`config.mk`:
```
export PLATFORM = sky130hd
export DESIGN_NAME = regfile_mp
export DESIGN_NICKNAME = d
export VERILOG_FILES = /design/src/rtl/regfile_pkg.sv /design/src/rtl/regfile_clr_seq.sv /design/src/rtl/regfile_mp.sv
export SDC_FILE = /design/constraint.sdc
export NUM_CORES = 1
export LEC_CHECK = 0
export ABC_CLOCK_PERIOD_IN_PS = 8900
export BUFFER_PORTS_ARGS = -buffer_cell sky130_fd_sc_hd__buf_2
export CAP_MARGIN = 25
export CELL_PAD_IN_SITES_DETAIL_PLACEMENT = 0
export CELL_PAD_IN_SITES_GLOBAL_PLACEMENT = 1
export CORE_ASPECT_RATIO = 1.2
export CORE_MARGIN = 8
export CORE_UTILIZATION = 47
export DETAILED_ROUTE_END_ITERATION = 10
export GPL_TIMING_DRIVEN = 0
export PLACE_DENSITY_LB_ADDON = 0.1
export SLEW_MARGIN = 30
export SYNTH_ARGS = -nofsm -noshare
export SYNTH_HDL_FRONTEND = slang
export SYNTH_SLANG_ARGS = --single-unit
```
`constraint.sdc`:
```
create_clock -name clk -period 8.9 [get_ports clk]
set_clock_uncertainty 0.15 [all_clocks]
set_input_delay 1.335 -clock clk [delete_from_list [all_inputs] [get_ports clk]]
set_output_delay 1.335 -clock clk [all_outputs]
set_load 0.03 [all_outputs]
```
`src/rtl/regfile_pkg.sv`:
```
// Shared types and defaults for the multi-read-port register file.
// Contents: clear-sequencer state enum, default WIDTH/DEPTH/NREAD,
// and the address-width helper.
package regfile_pkg;

  typedef enum logic {
    CLEAR = 1'b0,
    IDLE  = 1'b1
  } clr_state_t;

  localparam int unsigned DEF_WIDTH = 32;
  localparam int unsigned DEF_DEPTH = 32;
  localparam int unsigned DEF_NREAD = 2;

  // Index width for a register file of the given depth.
  function automatic int unsigned calc_aw(input int unsigned depth);
    return $clog2(depth);
  endfunction

endpackage

```
`src/rtl/regfile_clr_seq.sv`:
```
// Clear sequencer: walks clr_idx over registers 1..DEPTH-1 after reset
// or on clr_req, zeroing one register per cycle.
// Ports:
//   clk, rst_n   clock, synchronous active-low reset
//   clr_req      request a full clear (honoured only in IDLE)
//   clr_busy     high while the sequence runs (and while in reset)
//   clr_we       zero mem[clr_idx] at this edge
//   clr_idx      register index being cleared
module regfile_clr_seq
  import regfile_pkg::*;
#(
  parameter int unsigned DEPTH = DEF_DEPTH,
  localparam int unsigned AW   = calc_aw(DEPTH)
) (
  input  logic          clk,
  input  logic          rst_n,
  input  logic          clr_req,
  output logic          clr_busy,
  output logic          clr_we,
  output logic [AW-1:0] clr_idx
);

  clr_state_t    state_q, state_d;
  logic [AW-1:0] idx_q, idx_d;

  // State and index registers.
  always_ff @(posedge clk) begin
    if (!rst_n) begin
      state_q <= CLEAR;
      idx_q   <= AW'(1);
    end else begin
      state_q <= state_d;
      idx_q   <= idx_d;
    end
  end

  // Next-state: step through indices, leave after DEPTH-1 is cleared.
  always_comb begin
    state_d = state_q;
    idx_d   = idx_q;
    case (state_q)
      CLEAR: begin
        idx_d = idx_q + AW'(1);
        if (idx_q == AW'(DEPTH - 1)) state_d = IDLE;
      end
      IDLE: begin
        if (clr_req) begin
          state_d = CLEAR;
          idx_d   = AW'(1);
        end
      end
      default: state_d = CLEAR;
    endcase
  end

  assign clr_busy = (state_q == CLEAR);
  assign clr_we   = (state_q == CLEAR);
  assign clr_idx  = idx_q;

endmodule

```
`src/rtl/regfile_mp.sv`:
```
// Multi-read-port register file with hardwired-zero r0, per-register busy
// scoreboard and sequenced clear engine.
// Optional feature macro: REGFILE_BYPASS_EN (same-cycle write-to-read bypass).
// Ports:
//   clk, rst_n          clock, synchronous active-low reset
//   wr_en/addr/data     writeback port (clears busy of the target)
//   rsv_en/rsv_addr     mark a register busy for a pending producer
//   rd_addr             NREAD packed read indices
//   rd_data, rd_busy    NREAD packed combinational read results
//   clr_req, clr_busy   clear request / clear in progress
module regfile_mp
  import regfile_pkg::*;
#(
  parameter int unsigned WIDTH = DEF_WIDTH,
  parameter int unsigned DEPTH = DEF_DEPTH,
  parameter int unsigned NREAD = DEF_NREAD,
  localparam int unsigned AW   = calc_aw(DEPTH)
) (
  input  logic                   clk,
  input  logic                   rst_n,
  input  logic                   wr_en,
  input  logic [AW-1:0]          wr_addr,
  input  logic [WIDTH-1:0]       wr_data,
  input  logic                   rsv_en,
  input  logic [AW-1:0]          rsv_addr,
  input  logic [NREAD*AW-1:0]    rd_addr,
  output logic [NREAD*WIDTH-1:0] rd_data,
  output logic [NREAD-1:0]       rd_busy,
  input  logic                   clr_req,
  output logic                   clr_busy
);

  logic [WIDTH-1:0] mem [DEPTH];
  logic [DEPTH-1:0] busy_q;
  logic             clr_we;
  logic [AW-1:0]    clr_idx;
  logic             wr_ok;
  logic             rsv_ok;

  regfile_clr_seq #(.DEPTH(DEPTH)) u_clr_seq (
    .clk      (clk),
    .rst_n    (rst_n),
    .clr_req  (clr_req),
    .clr_busy (clr_busy),
    .clr_we   (clr_we),
    .clr_idx  (clr_idx)
  );

  // Updates to r0 are dropped; everything is ignored during a clear.
  assign wr_ok  = !clr_busy && wr_en  && (wr_addr  != '0);
  assign rsv_ok = !clr_busy && rsv_en && (rsv_addr != '0);

  // Storage array; contents are only zeroed by the clear engine.
  always_ff @(posedge clk) begin
    if (rst_n && clr_we) mem[clr_idx] <= '0;
    else if (wr_ok)      mem[wr_addr] <= wr_data;
  end

  // Busy scoreboard; reservation is applied last so it wins over a write.
  always_ff @(posedge clk) begin
    if (!rst_n || clr_busy) begin
      busy_q <= '0;
    end else begin
      if (wr_ok)  busy_q[wr_addr]  <= 1'b0;
      if (rsv_ok) busy_q[rsv_addr] <= 1'b1;
    end
  end

  for (genvar p = 0; p < NREAD; p++) begin : g_rd
    logic [AW-1:0]    a;
    logic [WIDTH-1:0] d;
    logic             b;

    assign a = rd_addr[p*AW +: AW];

    // Per-port read mux: r0 reads zero, clear forces 0 / busy.
    always_comb begin
      d = (a == '0) ? '0 : mem[a];
      b = busy_q[a];
`ifdef REGFILE_BYPASS_EN
      if (wr_ok && (wr_addr == a)) begin
        d = wr_data;
        b = 1'b0;
      end
`else
`endif
      if (clr_busy) begin
        d = '0;
        b = 1'b1;
      end
    end

    assign rd_data[p*WIDTH +: WIDTH] = d;
    assign rd_busy[p]                = b;
  end

endmodule

```
Word-level counts from Yosys, hierarchy flattened
Memories as Yosys holds them, arrays and structs flattened.
Cells that the tools add are included.
{ "totals": {"inputBits": 57, "mem_count": 1, "latchBits": 0, "register_bits": 38, "ram_bits": 1024, "romBits": 0, "word_cells": 61} }
{ "mem_list": {"columns": ["memory", "depth", "width", "rd", "rd_clocked_by_memory_dff", "wr", "line_no", "source"], "rows": [
  ["mem", 32, 32, 2, 0, 1, "regfile_mp.sv:33", "logic [WIDTH-1:0] mem [DEPTH];"]
]} }
{ "op_classes": {"magnitude_cmp": 6, "addsub": 1, "bitwise_logic": 4, "n_reduce_logical": 14, "multipliers": 0, "eq_ne": 2, "muxes": 30, "div_mod_pow": 0, "shift": 0} }
{ "ops": {"columns": ["cell", "count"], "rows": [
  ["2-to-1 mux 32 bit", 8],
  ["bitwise AND 32 bit", 1],
  ["inverter 32 bit", 1],
  ["bitwise OR 32 bit", 1],
  ["OR reduction 32 bit", 1],
  ["< comparator 5 x 6 -> 1 bit (second input constant)", 4],
  ["2-to-1 mux 1 bit", 14],
  ["binary-select mux 1 bit (select 5 bit)", 2],
  ["demux 1 bit (select 5 bit)", 2],
  ["greater-or-equal comparator 5 x 1 -> 1 bit (second input constant)", 2],
  ["zero test 5 bit", 2],
  ["2-to-1 mux 5 bit", 2],
  ["case mux 5 bit (2 select lines)", 1],
  ["nonzero test 5 bit", 2],
  ["logical AND 1 bit", 7],
  ["adder 5 x 1 -> 5 bit (second input constant)", 1],
  ["equality test 5 bit (second input constant)", 1],
  ["inequality test 2 bit (second input constant)", 1],
  ["case mux 1 bit (2 select lines)", 1],
  ["zero test 1 bit", 1],
  ["logical OR 1 bit", 1],
  ["inverter 1 bit", 1]
]} }

Longest topological paths before layout
{ "logic_depth": {"word_depth": 10, "depth_mapped": 8, "mapped_depth_nobuf": 5} }

Hierarchy
From an unflattened synthesis, not the netlist that was laid out.
{ "unflattened": {"cells_unflattened": 2515, "area_unflattened_um2": 49880.3} }
{ "modules_own_cells": {"columns": ["module", "n_inst", "seq_area_each_um2", "cells_each", "area_per_inst_um2"], "rows": [
  ["regfile_mp", 1, 31390.1, 2482, 49576.3],
  ["regfile_clr_seq", 1, 120.1, 33, 304.0]
]} }

Least setup slack after synthesis
No wires, ideal clock.
{ "synth_path": {"path_type": "input -> register", "startpoint": "in wr_addr[4]", "endpoint": "mem mem[26][0] (netlist name), enable pin", "path_buffers": 0, "slack_ns": 3.659, "cell_stages": 4, "required_time_ns": 8.289, "arrival_ns": 4.630, "cell_sequence": "or3_4 o31ai_4 mux2_2 nor3_1"} }
{ "synth_via": {"elab_chain_len": 7, "elab_cells_between_ends": 8, "classes_between": "mux: 5; reduce/logical: 3"} }
{ "synth_rtl": {"columns": ["item", "line_no", "source"], "rows": [
  ["from (decl)", "regfile_mp.sv:22", "input logic [AW-1:0] wr_addr,"],
  ["nonzero test 5 bit", "regfile_mp.sv:50", "assign wr_ok = !clr_busy && wr_en && (wr_addr != '0);"],
  ["logical AND 1 bit", "regfile_mp.sv:50", null],
  ["2-to-1 mux 1 bit", "regfile_mp.sv:56", "else if (wr_ok) mem[wr_addr] <= wr_data;"],
  ["2-to-1 mux 1 bit", "regfile_mp.sv:55", "if (rst_n && clr_we) mem[clr_idx] <= '0;"],
  ["2-to-1 mux 1 bit (implied by the code)", "regfile_mp.sv:56", null],
  ["OR reduction 32 bit (no source line)", null, null],
  ["2-to-1 mux 5 bit (no source line) or 2-to-1 mux 1 bit (tied branches)", null, null],
  ["to (decl)", "regfile_mp.sv:33", null]
]} }
Parallel ways exist; a longest one is shown, timed or not.

Final worst setup path
{ "layout_path": {"startpoint": "in rd_addr[6]", "endpoint": "out rd_data[51]"} }
{ "layout_via": {"elab_chain_len": 3, "elab_cells_between_ends": 4, "classes_between": "mux: 2; reduce/logical: 1; memory: 1"} }
{ "layout_rtl": {"columns": ["item", "line_no", "source"], "rows": [
  ["from (decl)", "regfile_mp.sv:26", "input logic [NREAD*AW-1:0] rd_addr,"],
  ["memory (32 x 32 bit) or zero test 5 bit (tied branches)", null, null],
  ["2-to-1 mux 32 bit (*)", "regfile_mp.sv:78", "d = (a == '0) ? '0 : mem[a];"],
  ["2-to-1 mux 32 bit (*)", "regfile_mp.sv:87", "if (clr_busy) begin"],
  ["to (decl)", "regfile_mp.sv:27", "output logic [NREAD*WIDTH-1:0] rd_data,"]
]} }
Mark *: on every way between the ends. The rest lies on a longest branch, timed or not.

==> qor.txt <==
Final HPWL DP: 119000 um
Final Instance Area: 57700 um^2
Initial core utilization: 47.2%
Share of layout cells above drive strength 1: 37.2%
Worst path cell trace: buf_2, buf_2, clkbuf_1, mux4_2, mux2i_1, o22a_1, o221ai_1, buf_2
Clk slew on worst S/H paths: 60 ps
Most frequent cell on the critical path: buf_2
Crit-path slowest cell: clkbuf_1
Die extent in x: 313 um
Comb power frac: 6.2%
Clock Power Share: 42.9%
First-pass GRT wire length: 230000 um
Main flop type after synthesis: edfxtp_1
Gate Count Post-Synth: 2517
Switch share: 22.1%
Port Buffers: 115
Area after DPL: 54200 um^2
Synth cell types: 50
Setup crit start kind: input port
Root Buffer: clkbuf_16
Fin cells: 4363
Register share of total power: 50.9%
Clk Latency, worst-skew pair: 700 ps
Max Buffers Root-to-Sink: 3
Max stage delay on crit path: 760 ps
DRT Pass-1 Iters: 5
Largest net degree at the start of global routing: 33
Largest family of logic cells by synthesized area: multiplexers
Post-Synth XOR/XNOR Area: 0%
Drt total wl: 164000 um
Max-cap violations: 0
Number of routed nets with antenna violations: 0
Total track usage: 27.8%
Final hold viol count: 0
CP Capture Type: output pin
Leakage: 20.7 nW
Fin crit share: 64.7%
Post-Synth Simple-Gate Area: 2.19%
Die height: 373 um
GPL Wtd Cong: 0.865
Setup CP Type: input port to output pin
Via-to-Cell Ratio: 6.60
Compound-Gate Fraction of Synth Area: 3.53%
Post-CTS sizing: 0
Worst Hold Class: register to register
Final nets: 2936
Placed Cells: 4162
Remaining Overflow, GRT: 0
Final hold slack: 359 ps
FF+latch count, synth: 1062
Post CTS Setup Buffer Count: 0
Io pins: 124
TritonCTS clock tree: built
Area Growth Syn to Fin: 15.6%
Routed via count: 28800
Fmax: 174 MHz
Final setup violation count: 0
Core area: 106000 um^2
Reg-to-reg slack, setup: 5470 ps
Hold-fix buffers at CTS: 0
Routed WL per cell: 37.6 um
Int Pwr: 8.31 mW
EDFF count, synth: 1024
Worst path required time: 7410 ps
Vias in the first global route: 30800
Min Clock Period, post-route: 5760 ps
Multiplexer share of the synthesized area: 29.0%
Arr. time, crit path: 4270 ps
Run status: complete, no violations
RSZ-0062 raised after global routing: no
Slew headroom: 29.9%
1st-iter DRT viols: 3017
Final number of max-transition violations: 0
Adder-cell share of the synthesized area: 0.0502%
Post-Syn Nets: 2576
Area fraction of the dominant cell type after synthesis: 61.6%
Power density cells: 185 nW/um^2
Drt drc: 0
Avg Inst Size Synth: 19.8 um^2
Site Rows: 131
Fraction of registers with async set/reset: 0%
Synth top area cells: edfxtp_1 (62%), mux4_2 (23%), mux2i_1 (5.8%), dfxtp_1 (1.5%), o221ai_1 (1.1%)
Area leader, netlist: edfxtp_1
Antenna violations before repair: 3
Mapped cell area: 49900 um^2
Die area: 117000 um^2
NetSw: 2.36 mW
Commonest cells in the netlist: edfxtp_1 (1024), mux4_2 (512), mux2i_1 (291), clkbuf_1 (80)
CTS Buf Count: 107
H-tree lvl count: 3
Most common cell in the synthesized netlist: edfxtp_1
Yosys warnings: 0
Diodes inserted: 0
Sequential fraction of the synthesis area: 63.2%
Worst VDD drop: 0.000176 V
Slew at the pin closest to its max-slew limit: 1050 ps
CTS Sinks: 1062
CP Max Fanout: 10
==> flip-flops by register name (all words and copies together), names as in the netlist <==
signal,cells
u_clr_seq.state_q,1
u_clr_seq.clr_idx,5
mem,1024
busy_q,32
==> cells in the final DEF (no fill, tap or decap), drive strengths merged, types with 3 or more instances in the layout <==
cell / Yosys / final
buf: 120 / 369
edfxtp: 1024 / 1024
nand2b: 7 / 7
nor3b: 8 / 8
bufinv: 0 / 12
o22a: 64 / 64
a31oi: 13 / 13
nand3: 15 / 15
mux2i: 291 / 291
nor2b: 5 / 5
o31ai: 3 / 3
nor2: 28 / 28
o21ai: 34 / 34
nand2: 55 / 55
clkinv: 0 / 50
inv: 6 / 8
nor3: 24 / 24
o221ai: 64 / 64
a21oi: 37 / 37
and3: 6 / 6
mux4: 512 / 512
a22oi: 9 / 9
clkbuf: 80 / 215
dfxtp: 38 / 38
nand3b: 7 / 7
and2: 37 / 37
nand4: 3 / 3
==> cell families after synthesis <==
group / Yosys count
flops: 1062
buf+inv: 206
fa+ha+maj: 2
simple gates: 207
mux: 804
compound gates: 236
==> worst max-delay path: cells and delay by family <==
family / cells / cell delay, ps
compound gates: 2 / 760
mux: 2 / 650
buf+inv: 4 / 1500
==> final cells by class <==
| class | count | area (um^2) |
|---|---|---|
| Buffer | 200 | 1060 |
| Inverter | 6 | 22.5 |
| Clock inverter | 66 | 644 |
| Sequential cell | 1062 | 31500 |
| Multi-Input combinational cell | 1249 | 17600 |
| Tap cell | 1396 | 1750 |
| Fill cell | 8208 | 48000 |
| Timing Repair Buffer | 251 | 2270 |
| Clock buffer | 133 | 2840 |
==> per-stage QoR <==
stage / util, % / setup TNS, ps / setup slack [ps] / total power, mW
2_1_floorplan: - / 0 / 3660 / 5.97
3_3_place_gp: 49.4 / -48820 / -797 / 6.17
3_5_place_dp: 51.2 / 0 / 3140 / 6.20
4_1_cts: 54.5 / 0 / 3140 / 10.7
5_1_grt: 54.6 / 0 / 3150 / 10.9
6_report: 54.6 / 0 / 3140 / 10.7
==> metal layers <==
layer  track usage [%]  vias up  part of all wire (%)
met3              4.08      272                   6.5
met2              48.0     1354                    52
li1                  -    11700                     -
met4              12.2        0                   4.7
met5                 0        -                     0
met1              34.8    15500                    37
==> final timing paths <==
check / cells past startpoint / endpoint / startpoint
setup / recovery: 8 / rd_data[51] / rd_addr[6]
hold / removal: 2 / busy_q[8] / busy_q[8]
setup reg to reg: 7 / mem[18][4] / u_clr_seq.state_q
hold reg to reg: 2 / busy_q[8] / busy_q[8]
==> power groups by stage <==
stage	clock network, mW	registers (mW)	logic (mW)
final	4.57	5.43	0.661
after global routing	4.78	5.43	0.690
after CTS	4.63	5.43	0.663
after detailed placement	0	5.54	0.661
after global placement	0	5.54	0.629
after floorplan	0	5.54	0.426
No activity file was read; power rests on OpenSTA's default activity.
